## src/rtl/controle_quadro_pkg.sv

```systemverilog
// Shared types and constants for the received-frame sequencer.
package controle_quadro_pkg;

   // Sequencer states
   typedef enum logic [2:0] {
      IDLE,
      ESPERA_CAB,
      ESPERA_DADO,
      ESPERA_CHECK,
      FIM_OK,
      FIM_ERRO
   } estado_t;

   // Error codes reported on codigo_erro
   typedef logic [1:0] cod_erro_t;
   localparam cod_erro_t ERR_NONE = 2'b00;
   localparam cod_erro_t ERR_PAR  = 2'b01;
   localparam cod_erro_t ERR_TMO  = 2'b10;
   localparam cod_erro_t ERR_CHK  = 2'b11;

   // Inter-word timeout in clock cycles from clock frequency and microseconds
   function automatic int unsigned ciclos_timeout(input int unsigned clock_hz,
                                                  input int unsigned timeout_us);
      return (clock_hz / 1_000_000) * timeout_us;
   endfunction

endpackage

```

## src/rtl/controle_quadro_rx_timeout.sv

```systemverilog
// Inter-word gap counter: fim_c rises when MAX-1 cycles have been counted.
module contador_timeout #(
   parameter int unsigned MAX = 100
) (
   input  logic clock,
   input  logic reset,
   input  logic limpa,
   input  logic conta,
   output logic fim_c
);

   localparam int unsigned W = (MAX > 1) ? $clog2(MAX) : 1;

   logic [W-1:0] cnt;

   // Clear has priority; saturate at the terminal value
   always_ff @(posedge clock or posedge reset) begin
      if (reset) begin
         cnt <= '0;
      end else if (limpa) begin
         cnt <= '0;
      end else if (conta && !fim_c) begin
         cnt <= cnt + W'(1);
      end
   end

   assign fim_c = (cnt == W'(MAX - 1));

endmodule

```

## src/rtl/controle_quadro_rx.sv

```systemverilog
// Frame sequencer: header hunt, payload write-out, 16-bit sum check.
module controle_quadro_rx
   import controle_quadro_pkg::*;
#(
   parameter int unsigned N_WORDS    = 4,
   parameter logic [15:0] HEADER     = 16'hA55A,
   parameter int unsigned CLOCK_HZ   = 50_000_000,
   parameter int unsigned TIMEOUT_US = 1000,
   localparam int unsigned AW        = $clog2(N_WORDS)
) (
   input  logic          clock,
   input  logic          reset,
   input  logic          habilita,
   input  logic [15:0]   palavra,
   input  logic          pronto_rx,
   input  logic          erro_rx,
   output logic [15:0]   dado_out,
   output logic [AW-1:0] endereco,
   output logic          escreve,
   output logic          quadro_ok,
   output logic          erro_quadro,
   output logic [1:0]    codigo_erro,
   output logic          ocupado
);

   localparam int unsigned TIMEOUT_CYC = ciclos_timeout(CLOCK_HZ, TIMEOUT_US);

   estado_t       estado, estado_n;
   logic [15:0]   soma, soma_n;
   logic [AW-1:0] indice, indice_n;
   cod_erro_t     err_pend, err_pend_n;
   logic [15:0]   dado_n;
   logic [AW-1:0] endereco_n;
   logic          escreve_n, quadro_ok_n, erro_quadro_n, ocupado_n;
   cod_erro_t     codigo_n;
   logic          aceita_cab;
   logic          tmo_limpa, tmo_conta, tmo_fim_c;

   // Gap counter restarts on any received word and on header accept
   assign tmo_limpa = pronto_rx | erro_rx | aceita_cab;
   assign tmo_conta = (estado == ESPERA_DADO) || (estado == ESPERA_CHECK);

   contador_timeout #(.MAX(TIMEOUT_CYC)) u_timeout (
      .clock (clock),
      .reset (reset),
      .limpa (tmo_limpa),
      .conta (tmo_conta),
      .fim_c (tmo_fim_c)
   );

   // State register
   always_ff @(posedge clock or posedge reset) begin
      if (reset) begin
         estado <= IDLE;
      end else begin
         estado <= estado_n;
      end
   end

   // Next state and next values of every register; erro_rx > pronto_rx > timeout
   always_comb begin
      estado_n      = estado;
      soma_n        = soma;
      indice_n      = indice;
      err_pend_n    = err_pend;
      dado_n        = dado_out;
      endereco_n    = endereco;
      escreve_n     = 1'b0;
      quadro_ok_n   = 1'b0;
      erro_quadro_n = 1'b0;
      codigo_n      = codigo_erro;
      aceita_cab    = 1'b0;

      if (!habilita) begin
         estado_n = IDLE;
      end else begin
         case (estado)
            IDLE: estado_n = ESPERA_CAB;

            ESPERA_CAB: begin
               if (pronto_rx && (palavra == HEADER)) begin
                  estado_n   = ESPERA_DADO;
                  soma_n     = '0;
                  indice_n   = '0;
                  aceita_cab = 1'b1;
               end
            end

            ESPERA_DADO: begin
               if (erro_rx) begin
                  estado_n   = FIM_ERRO;
                  err_pend_n = ERR_PAR;
               end else if (pronto_rx) begin
                  escreve_n  = 1'b1;
                  dado_n     = palavra;
                  endereco_n = indice;
                  soma_n     = soma + palavra;
                  if (indice == AW'(N_WORDS - 1)) begin
                     estado_n = ESPERA_CHECK;
                  end else begin
                     indice_n = indice + AW'(1);
                  end
               end else if (tmo_fim_c) begin
                  estado_n   = FIM_ERRO;
                  err_pend_n = ERR_TMO;
               end
            end

            ESPERA_CHECK: begin
               if (erro_rx) begin
                  estado_n   = FIM_ERRO;
                  err_pend_n = ERR_PAR;
               end else if (pronto_rx) begin
                  if (palavra == soma) begin
                     estado_n = FIM_OK;
                  end else begin
                     estado_n   = FIM_ERRO;
                     err_pend_n = ERR_CHK;
                  end
               end else if (tmo_fim_c) begin
                  estado_n   = FIM_ERRO;
                  err_pend_n = ERR_TMO;
               end
            end

            FIM_OK: begin
               quadro_ok_n = 1'b1;
               estado_n    = ESPERA_CAB;
            end

            FIM_ERRO: begin
               erro_quadro_n = 1'b1;
               codigo_n      = err_pend;
               estado_n      = ESPERA_CAB;
            end

            default: estado_n = IDLE;
         endcase
      end

      ocupado_n = (estado_n == ESPERA_DADO) || (estado_n == ESPERA_CHECK);
   end

   // Datapath and output registers
   always_ff @(posedge clock or posedge reset) begin
      if (reset) begin
         soma        <= '0;
         indice      <= '0;
         err_pend    <= ERR_NONE;
         dado_out    <= '0;
         endereco    <= '0;
         escreve     <= 1'b0;
         quadro_ok   <= 1'b0;
         erro_quadro <= 1'b0;
         codigo_erro <= ERR_NONE;
         ocupado     <= 1'b0;
      end else begin
         soma        <= soma_n;
         indice      <= indice_n;
         err_pend    <= err_pend_n;
         dado_out    <= dado_n;
         endereco    <= endereco_n;
         escreve     <= escreve_n;
         quadro_ok   <= quadro_ok_n;
         erro_quadro <= erro_quadro_n;
         codigo_erro <= codigo_n;
         ocupado     <= ocupado_n;
      end
   end

endmodule
```

## config.mk

```make
export PLATFORM = sky130hd
export DESIGN_NAME = controle_quadro_rx
export DESIGN_NICKNAME = d
export VERILOG_FILES = /design/src/rtl/controle_quadro_pkg.sv /design/src/rtl/controle_quadro_rx_timeout.sv /design/src/rtl/controle_quadro_rx.sv
export SDC_FILE = /design/constraint.sdc
export NUM_CORES = 1
export LEC_CHECK = 0
export CORE_ASPECT_RATIO = 0.6
export CORE_MARGIN = 2
export CORE_UTILIZATION = 41
export CTS_CLUSTER_DIAMETER = 200
export CTS_CLUSTER_SIZE = 12
export DETAILED_ROUTE_END_ITERATION = 10
export DONT_BUFFER_PORTS = 1
export GPL_ROUTABILITY_DRIVEN = 0
export PLACE_DENSITY_LB_ADDON = 0.1
export RECOVER_POWER = 25
export REMOVE_ABC_BUFFERS = 1
export SYNTH_ARGS = -nofsm -noshare
export SYNTH_HDL_FRONTEND = slang
export SYNTH_SLANG_ARGS = --single-unit
export TNS_END_PERCENT = 20
```

## constraint.sdc

```tcl
create_clock -name clock -period 2.73 [get_ports clock]
set_clock_uncertainty 0.1 [all_clocks]
set_input_delay 0.1365 -clock clock [delete_from_list [all_inputs] [get_ports clock]]
set_output_delay 0.1365 -clock clock [all_outputs]
set_load 0.05 [all_outputs]
```

==> flow_summary.yaml <==
cts:
  cts_root_buf: "clkbuf_16"
  tritoncts: "built"
  clkTransAtPathRegs_ps: 50
  max-clock-path-buffers: 2
  clock-sinks: 63
  insertion_delay_ps: 330
  cts-buffers-inserted: 9
  htreeDepth: 3
worst_setup_path:
  r2r-end: "soma[14]$_DFFE_PP0P_"
  end_kind: "flop"
  critPathLaunchType: "flop"
  crit_arrival_ps: 2650
  cp.required_ps: 2840
  reg2reg_from: "soma[0]$_DFFE_PP0P_"
  r2r_slack_ps: 190
  reg2regPathDepth: 8
  timing_worst_setup_path_type: "reg2reg"
  path_max_fanout: 3
timing:
  fin_tns_setup_ps: 0
  tightest_slew_ps: 1250
  slew_headroom_pct: 16.4
  rsz0062_at_grt: "false"
  report.final.setup_viol: 0
  hold_viol: 0
  fin_crit_sh_pct: 93.0
  timing.final.crit_period_ps: 2540
  fmax_mhz: 394
  drv_slew: 0
global_routing:
  first_global_vias: 2673
  gr-total-overflow: 0
  grt_max_degree: 42
  antenna_found_initial: 0
  grt_pass1_wl_mm: 14.1
  grt_use_total_pct: 20.2
power_and_ir_drop:
  peakVddDrop_mv: 0.262
  combinationalPowerShare_pct: 4.7
  p_per_area_nw_per_um2: 549
  p_leak_nw: 1.97
  internal_power_mw: 1.83
  p_clk_share_pct: 54.5
  power.switching_uw: 467
  swShare_pct: 20.3
  power_frac_seq_pct: 40.9
die:
  dieArea_um2: 9330
  die_w_um: 123
  start_util_pct: 41.8
  coreArea_um2: 8390
  fp-row-count: 26
  fp.dieH_um: 75.6
  boundaryPins: 45
synthesis:
  synthAdderAreaFrac_pct: 6.64
  yosysMostFrequentCell: "nand2_1"
  synth_compound_area_share_pct: 15.2
  ys_types: 48
  yosysWarnings: 0
  synthArstFlopShare_pct: 100
  seq_area_frac_synth_pct: 45.0
  synthMuxAreaShare_pct: 0.571
  synth_cells: 381
  synth_top_flop_cell: "dfrtp_1"
  netlist.area_leader.share_pct: 45.0
  synth_top_area_cell: "dfrtp_1"
  synth-edff-count: 0
  synth-xor-area-share_pct: 6.50
  syn_avg_cell_area_um2: 9.20
  syn_area_um2: 3510
  synth_commonest_cells: "nand2_1 (86), dfrtp_1 (63), nor2_1 (26)"
  synthTopCellsByArea: "dfrtp_1 (45%), nand2_1 (9.2%), ha_1 (6.1%), xor2_1 (4.5%), nor2_1 (2.8%)"
  synth_top_family_by_area: "simple AND/OR/NAND/NOR gates"
  yosys.area_share.simple_pct: 24.2
  ys_seq_elements: 63
placement:
  dpl.hpwl_mm: 5.98
  place_inst: 490
  io_buffers: 0
  placed_area_um2: 3650
drt:
  vias: 2815
  viasPerCell: 5.35
  drcViolationCount: 0
  drtIter0Drc: 186
  avgRoutedWirePerCell_um: 16.1
  routed_wirelength_mm: 8.45
  first_pass_iters: 4
  ant_nets: 0
hold_path:
  hold_path_startpoint: "habilita"
  hold_end: "dado_out[6]$_DFFE_PP0P_"
  hold_path.class: "in2reg"
  hold_depth: 3
layout:
  seqCellArea_um2: 1580
  nets: 448
  finalCoreUtilization_pct: 49.8
  multiInputGateArea_um2: 1860
  layoutNonFillerInstCount: 526
  drive_gt1_share_pct: 6.76
  syn_to_final_growth_pct: 19.2
  nFillCells: 799
  stdcell_area_um2: 4180
  diodes: 0
status:
  status: "complete, no violations"
flow_run:
  drv_cap: 0
==> per-stage QoR <==
| stage | worst slack [ps] | power (mW) | hold slack [ps] |
|---|---|---|---|
| finish | 191 | 2.30 | 10.8 |
| global route | 93.3 | 2.39 | 23.2 |
| CTS | 93.2 | 2.33 | 7.01 |
| detailed placement | 107 | 1.04 | -9.06 |
| global placement | 126 | 1.04 | -10.2 |
| floorplan | 329 | 1.02 | 122 |
==> flip-flops by register name (all words and copies together) (netlist names) <==
signal,count
u_timeout.cnt,16
soma,16
indice,2
quadro_ok,1
ocupado,1
codigo_erro,2
erro_quadro,1
escreve,1
estado,3
err_pend,2
dado_out,16
endereco,2
==> layout by cell type (no fill, tap or decap), types with 3 or more instances in the layout <==
master         netlist  final
buf_4                0      5
o21ai_0             15     15
clkbuf_1             5      3
a211oi_1             3      3
and2_1               4      4
nand2_1             86     86
inv_1                7      6
a22o_1               3      3
nand3_1             14     14
o21a_1               5      5
dfrtp_1             63     63
nand2b_1             5      5
nor2_1              26     26
nor3_1               6      6
o21bai_1             4      4
a21o_1               8      8
ha_1                17     17
o21ai_1              7      7
nor4bb_1             5      5
dlygate4sd3_1        0     20
xor2_1              18     18
clkbuf_16            0      9
a21oi_1             19     19
or3_1                3      3
xnor2_1              8      8
nand4_1              3      3
nor4_1               6      6
a31oi_1              3      3
and3_1               5      5
==> layer usage <==
metal / part of all wire, % / global-route usage, %
met1: 56 / 31.6
met2: 38 / 26.1
met3: 5.7 / 5.31
met4: 0.96 / 7.58
met5: 0 / 0
==> critical path, cell delays in order, from the launching register on <==
cell and delay (ps):
dfrtp_1 380, ha_1 220, fa_1 430, a211o_1 310, a21o_1 180, a41o_1 260, a31oi_1 250, mux2i_1 210
nand2_1 60
==> what timing repair did <==
item	4_1_cts	5_1_grt
hold endpoints to repair	90	0
setup buffers	0	0
hold buffers	20	0
endpoints found under the setup margin	0	1
gates resized for setup	0	1
==> power by group through the flow <==
stage,Clock [mW],Combinational [mW],Sequential [mW]
6_report,1.25,0.108,0.938
5_1_grt,1.33,0.122,0.937
4_1_cts,1.28,0.111,0.938
3_5_place_dp,0,0.0851,0.954
3_3_place_gp,0,0.0848,0.954
2_1_floorplan,0,0.0638,0.953
==> area by class of cell <==
| type | count | area share [%] |
|---|---|---|
| Clock buffer | 13 | 6.23 |
| Clock inverter | 3 | 1.56 |
| Inverter | 7 | 0.629 |
| Multi-Input combinational cell | 301 | 44.6 |
| Sequential cell | 63 | 37.7 |
| Tap cell | 112 | 3.35 |
| Timing Repair Buffer | 27 | 5.90 |
==> kinds of logic after synthesis <==
family,Yosys count
AO/OA/AOI/OAI,80
XOR/XNOR,26
adder cells (fa/ha/maj),18
buffers and inverters,17
flip-flops,63
multiplexers,2
AND/OR/NAND/NOR,175
==> worst max-delay path by stage <==
| stage | startpoint | end | depth (start not counted) | slack (ps) |
|---|---|---|---|---|
| 2_1_floorplan | estado[1]$_DFF_PP0_ | soma[13]$_DFFE_PP0P_ | 5 | 330 |
| 3_3_place_gp | soma[0]$_DFFE_PP0P_ | soma[12]$_DFFE_PP0P_ | 8 | 130 |
| 3_5_place_dp | soma[0]$_DFFE_PP0P_ | soma[12]$_DFFE_PP0P_ | 8 | 110 |
| 4_1_cts | soma[0]$_DFFE_PP0P_ | soma[12]$_DFFE_PP0P_ | 8 | 90 |
| 5_1_grt | estado[0]$_DFF_PP0_ | soma[7]$_DFFE_PP0P_ | 6 | 90 |
| 6_report | soma[0]$_DFFE_PP0P_ | soma[14]$_DFFE_PP0P_ | 8 | 190 |
No activity file was read; power rests on OpenSTA's default activity.
